File: src/rtl/serial_subtractor.sv
// Bit-serial unsigned subtractor: Diff = A - B, one bit per clock, LSB first, with start/done handshake.
// Optional SERIAL_SUB_OVERFLOW_EN adds the signed overflow flag output Ovf.
module serial_subtractor #(
    parameter int unsigned WIDTH = 8
) (
    input  logic             clk,
    input  logic             rst_n,
    input  logic             start,
    input  logic [WIDTH-1:0] A,
    input  logic [WIDTH-1:0] B,
    output logic             ready,
    output logic             busy,
    output logic             done,
    output logic [WIDTH-1:0] Diff,
`ifdef SERIAL_SUB_OVERFLOW_EN
    output logic             Ovf,
`endif
    output logic             Borrow
);

    localparam int unsigned CW = (WIDTH > 1) ? $clog2(WIDTH) : 1;

    typedef enum logic [1:0] {
        S_IDLE,
        S_SHIFT,
        S_DONE
    } state_t;

    state_t           state_q;
    state_t           state_d;
    logic [WIDTH-1:0] a_q;
    logic [WIDTH-1:0] b_q;
    logic [WIDTH-1:0] res_q;
    logic [CW-1:0]    cnt_q;
    logic             br_q;
    logic             accept_c;
    logic             last_c;
    logic             d_c;
    logic             br_next_c;

    // Full-subtractor cell on the operand LSBs
    assign d_c       = a_q[0] ^ b_q[0] ^ br_q;
    assign br_next_c = (~a_q[0] & b_q[0]) | (~(a_q[0] ^ b_q[0]) & br_q);
    assign last_c    = (cnt_q == CW'(WIDTH - 1));

    // Next-state logic; a start is only taken once ready has been presented
    always_comb begin
        state_d  = state_q;
        accept_c = 1'b0;
        case (state_q)
            S_IDLE: begin
                if (start && ready) begin
                    accept_c = 1'b1;
                    state_d  = S_SHIFT;
                end
            end
            S_SHIFT: begin
                if (last_c) begin
                    state_d = S_DONE;
                end
            end
            S_DONE: begin
                state_d = S_IDLE;
            end
            default: begin
                state_d = S_IDLE;
            end
        endcase
    end

    always_ff @(posedge clk or negedge rst_n) begin
        if (!rst_n) begin
            state_q <= S_IDLE;
        end else begin
            state_q <= state_d;
        end
    end

    // Operand shift registers, result register, borrow flop and bit counter
    always_ff @(posedge clk or negedge rst_n) begin
        if (!rst_n) begin
            a_q   <= '0;
            b_q   <= '0;
            res_q <= '0;
            cnt_q <= '0;
            br_q  <= 1'b0;
        end else if (accept_c) begin
            a_q   <= A;
            b_q   <= B;
            cnt_q <= '0;
            br_q  <= 1'b0;
        end else if (state_q == S_SHIFT) begin
            a_q   <= {1'b0, a_q[WIDTH-1:1]};
            b_q   <= {1'b0, b_q[WIDTH-1:1]};
            res_q <= {d_c, res_q[WIDTH-1:1]};
            br_q  <= br_next_c;
            if (!last_c) begin
                cnt_q <= cnt_q + CW'(1);
            end
        end
    end

    // Registered handshake; ready stays low through the done cycle
    always_ff @(posedge clk or negedge rst_n) begin
        if (!rst_n) begin
            ready <= 1'b1;
            busy  <= 1'b0;
            done  <= 1'b0;
        end else begin
            ready <= (state_d == S_IDLE) && (state_q != S_DONE);
            busy  <= (state_d == S_SHIFT);
            done  <= (state_q == S_DONE);
        end
    end

    always_ff @(posedge clk or negedge rst_n) begin
        if (!rst_n) begin
            Diff   <= '0;
            Borrow <= 1'b0;
        end else if (state_q == S_DONE) begin
            Diff   <= res_q;
            Borrow <= br_q;
        end
    end

`ifdef SERIAL_SUB_OVERFLOW_EN
    logic a_msb_q;
    logic b_msb_q;

    // Operand MSBs are shifted away, so keep the latched copies for the overflow test
    always_ff @(posedge clk or negedge rst_n) begin
        if (!rst_n) begin
            a_msb_q <= 1'b0;
            b_msb_q <= 1'b0;
            Ovf     <= 1'b0;
        end else begin
            if (accept_c) begin
                a_msb_q <= A[WIDTH-1];
                b_msb_q <= B[WIDTH-1];
            end
            if (state_q == S_DONE) begin
                Ovf <= (a_msb_q != b_msb_q) && (res_q[WIDTH-1] != a_msb_q);
            end
        end
    end
`endif

endmodule

File: config.mk
export PLATFORM = sky130hd
export DESIGN_NAME = serial_subtractor
export DESIGN_NICKNAME = d
export VERILOG_FILES = /design/src/rtl/serial_subtractor.sv
export SDC_FILE = /design/constraint.sdc
export NUM_CORES = 1
export LEC_CHECK = 0
export CAP_MARGIN = 30
export CORE_MARGIN = 3
export CORE_UTILIZATION = 30
export DETAILED_ROUTE_END_ITERATION = 10
export DONT_BUFFER_PORTS = 1
export PLACE_DENSITY_LB_ADDON = 0.2
export SKIP_CTS_REPAIR_TIMING = 1
export SYNTH_ARGS = -nofsm -noshare
export SYNTH_HDL_FRONTEND = slang
export SYNTH_SLANG_ARGS = --single-unit
File: constraint.sdc
create_clock -name clk -period 1.98 [get_ports clk]
set_input_delay 0.099 -clock clk [delete_from_list [all_inputs] [get_ports clk]]
set_output_delay 0.099 -clock clk [all_outputs]
set_load 0.03 [all_outputs]
==> metrics.txt, run 1 <==
number of diodes=0; Min Hold Slack=between 0.15 and 0.2 ns; routability cong.=0.681; Reg2Reg Depth=5; WS Path Type=register to register; Slew Viols, Final=0; final setup fails=0; Avg Inst Size Synth=slightly above 10 µm²; fin crit share=90.1%; dominant synthesized flop cell=dfrtp_1; area of the core=around 5600 µm²; Sw Pwr=0.00116 W; peak fanout along the critical path=5; DRC errors left=0; GRT overflow=0; FF+latch count, synth=42; I/O pins=31; FMAX=0.561 GHz; fillers=~560; critical path required time=between 2 and 2.5 ns; CP startpoint=cnt_q[0]; status=complete, no violations; post-route ant nets=0; Final Instance Area=approximately 2100 µm²; H-tree depth=2; Fin. Hold Viols=0; GRT Util Overall=11.1%; syn nets=190; worst-skew pair later-pin latency=roughly 0.28 ns; first-pass GRT wire length=around 5600 µm; Layout area overhead=20.3%; post-synthesis cell area=between 1500 and 2000 µm²; worst setup path end=cnt_q[0]; Cell Area, Placed=1820 µm²; synth warn=0; most frequent cells in the layout=nand2_1 (65), dfrtp_1 (41), dlygate4sd3_1 (17); CTS tree=done; clock buffer depth=2; fin crit period=~1.8 ns; Clk pwr share=between 10% and 20%; final wirelength=about 3300 µm; logic gate share of total power=approximately 33%; Slew @ Worst Pin=0.630 ns; count of input and output buffers=0; vias in the first global route=around 1200; layout cells sized above 1=roughly 8.5%; DIE AREA=6760 µm²; Die Wd=82.2 µm; Int Pwr=between 0.0015 and 0.002 W; critical path capture point type=register; RSZ-0062 raised after global routing=no; Worst Hold Class=primary input to register; TNS Setup=0 ns; Starting Density=a little under a third; Placed Cells=around 240; Fin Clk Skew=about 0.0073 ns; Reg2Reg Launch Point=cnt_q[0]; largest net degree at the start of global routing=43; share of flip-flops with an asynchronous set or reset=100%; Max-Cap Viols=0; P per Cell Area=~1500 nW/µm²; r2r endpoint=cnt_q[0]; nets=210; post-DP HPWL=~2200 µm; WP data arrival=between 1.5 and 2 ns; CTS buffer count=5; EDFF count, synth=0; VDD IR max=between 0.5 and 0.6 mV; Leakage=roughly 1.0 nW; TritonCTS Sinks=42; register share of total power=50.9%; initial antenna violation count=0; hold depth=2; routed length per instance=approximately 13 µm; Finished Layout Cells=260; internal reg-to-reg setup slack=0.20 ns; Yosys cell types=25; Slew headroom=between 50 and 60%; clk slew on worst S/H paths=around 0.07 ns; DR iter-0 viols=34; sequential fraction of the synthesis area=between 60% and 70%; leading cell type in the layout, fill and taps excluded=nand2_1; DR vias=1186; Critical Path Source Type=register; switching share of power=approximately two fifths; DIE HEIGHT=~82 µm; TritonRoute pass-1 iters=4; Via density=approximately 4.6; Syn Inst Count=168; row cnt=27; Root Buffer Master=clkbuf_8
==> how the worst min path moves through the flow <==
stage                     slack, ns      end  start
final                          0.17    ready  start
after global routing           0.20    ready  start
after global placement        -0.20  Diff[6]  rst_n
after detailed placement      -0.20  Diff[6]  rst_n
after floorplan               -0.20   Borrow  rst_n
after CTS                     -0.51  Diff[6]  rst_n
==> through the flow <==
step / worst slack, ns / util, % / total power (W)
floorplan: 0.403 / - / 0.00232
global placement: 0.359 / 32.7 / 0.00248
detailed placement: 0.201 / 32.7 / 0.00255
CTS: 0.193 / 34.1 / 0.00308
global route: 0.119 / 37.6 / 0.00335
finish: 0.196 / 37.6 / 0.00306
==> layout make-up <==
class	instances	area (µm²)	share of cell area [%]
Tap cell	72	90.1	4.30
Timing Repair Buffer	23	235	11.2
Multi-Input combinational cell	111	623	29.7
Inverter	5	18.8	0.896
Sequential cell	42	1050	50.2
Clock buffer	7	76.3	3.64
==> cells by family (layout without fill, tap and decap cells) <==
group                    Yosys count  after routing  synth area share [%]
AO/OA/AOI/OAI                     20             20                  7.11
adder cells (fa/ha/maj)            3              3                  2.59
buffers and inverters             15             35                  4.67
flip-flops                        42             42                  60.4
multiplexers                      12             12                  6.97
AND/OR/NAND/NOR                   76             76                  18.2
==> per-layer routing <==
layer	up-vias	global-route usage, %	wire length [µm]
li1	580	-	-
met1	576	12.6	1430
met2	26	17.5	1680
met3	4	5.86	168
met4	0	4.32	32
met5	-	0	0
==> worst max-delay path, stage by stage, from the launching register on <==
cell and delay, ns:
dfrtp_1 0.40, ha_1 0.22, ha_1 0.19, nor3b_1 0.45
nor2_2 0.11, mux2_2 0.29
==> registers in the layout (all words and copies together), names as in the netlist <==
name	cells
Diff	8
a_q	8
res_q	8
b_q	8
cnt_q	3
Borrow	1
br_q	1
ready	1
state_q	2
done	1
busy	1
==> cell usage after synthesis, types with 2 or more instances <==
cell      number  area, µm²
ha_1           2       25.0
inv_1          4       15.0
dfrtp_1       41       1030
nor3_1         2       10.0
o21ai_0       13       65.1
nand2b_1       2       12.5
buf_4          3       22.5
a22o_1         2       17.5
buf_2          5       25.0
nor3b_1        3       22.5
mux2i_1       11        110
nand2_1       65        244
a221o_1        3       30.0
==> power groups by stage <==
stage	Clock [W]	Combinational [W]	Sequential, W
floorplan	0	0.000783	0.00154
global placement	0	0.000912	0.00157
detailed placement	0	0.000965	0.00158
CTS	0.000534	0.000973	0.00157
global route	0.000574	0.00117	0.00161
finish	0.000505	0.000999	0.00156
No activity file was read; power rests on OpenSTA's default activity.
==> run 2, diff against run 1 <==
Settings changed: ABC_AREA from default to 1, REMOVE_ABC_BUFFERS from default to 1.
==> metrics.txt, run 2 <==
Slew Viols, Final=0 (unchanged); dominant synthesized flop cell=dfrtp_1; EDFF count, synth=0 (unchanged); clock buffer depth=2 (unchanged); critical path capture point type=register; final core utilization=35.0% (-2.6 points); leading cell type in the layout, fill and taps excluded=nand2_1; number of diodes=0 (unchanged); Critical Path Source Type=register; sequential fraction of the synthesis area=54.6% (-5.8 points); largest net degree at the start of global routing=43 (unchanged); HP Start=A[4]; register area=1050 µm² (unchanged); logic gate share of total power=33.0% (+0.4 points); final wirelength=3620 µm (+9.3%); DR vias=1344 (+13%); status=complete, no violations; WP data arrival=1.50 ns (-0.45 ns); Worst path max stage delay=0.63 ns (+0.18 ns); TritonCTS Sinks=42 (unchanged); Die Wd=86.1 µm (+4.8%); Fin. Hold Viols=0 (unchanged); Min Hold Slack=0.00727 ns (-0.163 ns); ranking of synthesized cells by area=dfrtp_1 (53%), nand2_1 (17%), nand3_1 (6.5%); first-pass GRT wire length=6170 µm (+11%); Clk pwr share=19.8% (+3.3 points); GRT Util Overall=10.7% (-0.37 points); area occupied by multi-input gates=711 µm² (+14%); vias in the first global route=1306 (+7.6%); post-DP HPWL=2310 µm (+3.2%); CP cell instances=nand2_1, clkinv_1, nand2_4, nand3_1, o21ai_0; Reg2Reg Launch Point=ready; most common cell in the netlist=nand2_1; Sw Pwr=0.00142 W (+22%); routed length per instance=12.1 µm (-5.0%); fillers=647 (+15%); DIE HEIGHT=86.1 µm (+4.8%); clk slew on worst S/H paths=0.08 ns (about the same); nets=245 (+17%); DRC errors left=0 (unchanged); routability cong.=0.659 (-3.2%); Tot Pwr=0.00342 W (+12%); Slew headroom=60.4% (+2.5 points); Worst Hold Class=primary input to register; Synth area leader=dfrtp_1; initial antenna violation count=0 (unchanged); VDD IR max=0.616 mV (+8.2%); layout cells sized above 1=8.48% (-0.028 points); fin crit share=68.0% (-22 points); share of flip-flops with an asynchronous set or reset=100% (unchanged); switching share of power=41.4% (+3.4 points); Slew @ Worst Pin=0.591 ns (-0.0390 ns); post-route ant nets=0 (unchanged); slowest cell on the critical path=dfstp_2; WS Path Type=register to register; DIE AREA=7420 µm² (+9.8%); Leakage=1.09 nW (+7.4%); TNS Setup=0 ns (unchanged); peak fanout along the critical path=34 (+29); Fin Clk Skew=0.00465 ns (-0.00263 ns); final setup fails=0 (unchanged); row cnt=28 (+3.7%); worst-skew pair later-pin latency=0.29 ns (about the same); Yosys cell types=19 (-24%); DR iter-0 viols=110 (+220%); top cell type's share of synthesized area=53.2% (-5.7 points); Root Buffer Master=clkbuf_8; most frequent cells in the layout=nand2_1 (85), dfrtp_1 (41), nand3_1 (25); Int Pwr=0.00200 W (+5.4%); FF+latch count, synth=42 (unchanged); Max-Cap Viols=0 (unchanged); post-synthesis cell area=1930 µm² (+11%); area of the core=6060 µm² (+8.7%); Starting Density=31.8% (+0.55 points); P per Cell Area=1610 nW/µm² (+10%); CTS buffer count=5 (unchanged); fin crit period=1.35 ns (-0.437 ns); synth cell count leaders=nand2_1 (85), dfrtp_1 (41), nand3_1 (25), o21ai_0 (17), inv_1 (16); register share of total power=47.2% (-3.7 points); I/O pins=31 (unchanged); synth warn=0 (unchanged); CP startpoint=ready; Syn Inst Count=219 (+30%); Via density=4.49 (-1.5%); FMAX=0.742 GHz (+32%); TritonRoute pass-1 iters=5 (+1); CTS tree=done; critical path required time=2.13 ns (-0.02 ns); count of input and output buffers=0 (unchanged); H-tree depth=2 (unchanged); GRT overflow=0 (unchanged); RSZ-0062 raised after global routing=no; Layout area overhead=10.0%; Avg Inst Size Synth=8.80 µm² (-15%)
==> run 2: cell count changes after synthesis, moves of 3 or more <==
cell,delta
o21ai_0,+4
nand3_1,+25
buf_2,-4
buf_6,+4
nand2_1,+20
mux2i_1,-11
nor3b_1,-3
inv_1,+12
a221o_1,-3
nand3b_1,+11
==> run 2: kinds of logic after synthesis <==
| kind of cell | share of synthesized area [%] |
|---|---|
| compound gates | 4.42 |
| fa+ha+maj | 2.34 |
| buf+inv | 8.51 |
| flops | 54.6 |
| simple gates | 30.1 |
==> run 2: layer usage <==
layer / wire (µm) / GRT usage (%) / vias up
met5: 0 / 0 / -
met3: 203 / 4.23 / 6
li1: - / - / 694
met1: 1770 / 14.4 / 616
met2: 1580 / 15.1 / 28
met4: 63 / 4.75 / 0
==> run 2: power groups by stage <==
stage / Sequential [W] / Clock (W) / Combinational [W]
floorplan: 0.00159 / 0 / 0.000854
global placement: 0.00164 / 0 / 0.00111
detailed placement: 0.00164 / 0 / 0.00113
CTS: 0.00162 / 0.000700 / 0.00113
global route: 0.00167 / 0.000734 / 0.00136
finish: 0.00161 / 0.000676 / 0.00113
==> run 2: final timing paths <==
path / to / slack [ns] / cells after the start
max in group asynchronous: ready / 1.42 / 2
setup reg to reg: br_q / 0.63 / 5
hold / removal: a_q[4] / 0.007 / 3
min in group asynchronous: Diff[6] / 0.29 / 2
hold reg to reg: Diff[0] / 0.48 / 2
setup / recovery: br_q / 0.63 / 5
==> run 2: area by class of cell <==
type,count,share of cell area [%]
inverters,19,3.42
well taps,75,4.43
repair buffers,7,3.78
multi-input cells,148,33.5
clock inverters,2,1.77
flip-flops and latches,42,49.6
clock buffers,6,3.42
==> run 2: stage by stage <==
step | cell area [µm²] | cells | setup slack (ns)
2_1_floorplan | 1840 | 209 | 0.560
3_3_place_gp | 1950 | 287 | 0.640
3_5_place_dp | 1950 | 287 | 0.615
4_1_cts | 2060 | 295 | 0.596
5_1_grt | 2120 | 299 | 0.472
6_report | 2120 | 299 | 0.633
==> run 2: worst max-delay path: cells and delay by family, from the launching register on <==
family	cells	cell delay (ns)
AO/OA/AOI/OAI	1	0.09
buffers and inverters	1	0.08
flip-flops	1	0.63
AND/OR/NAND/NOR	3	0.40
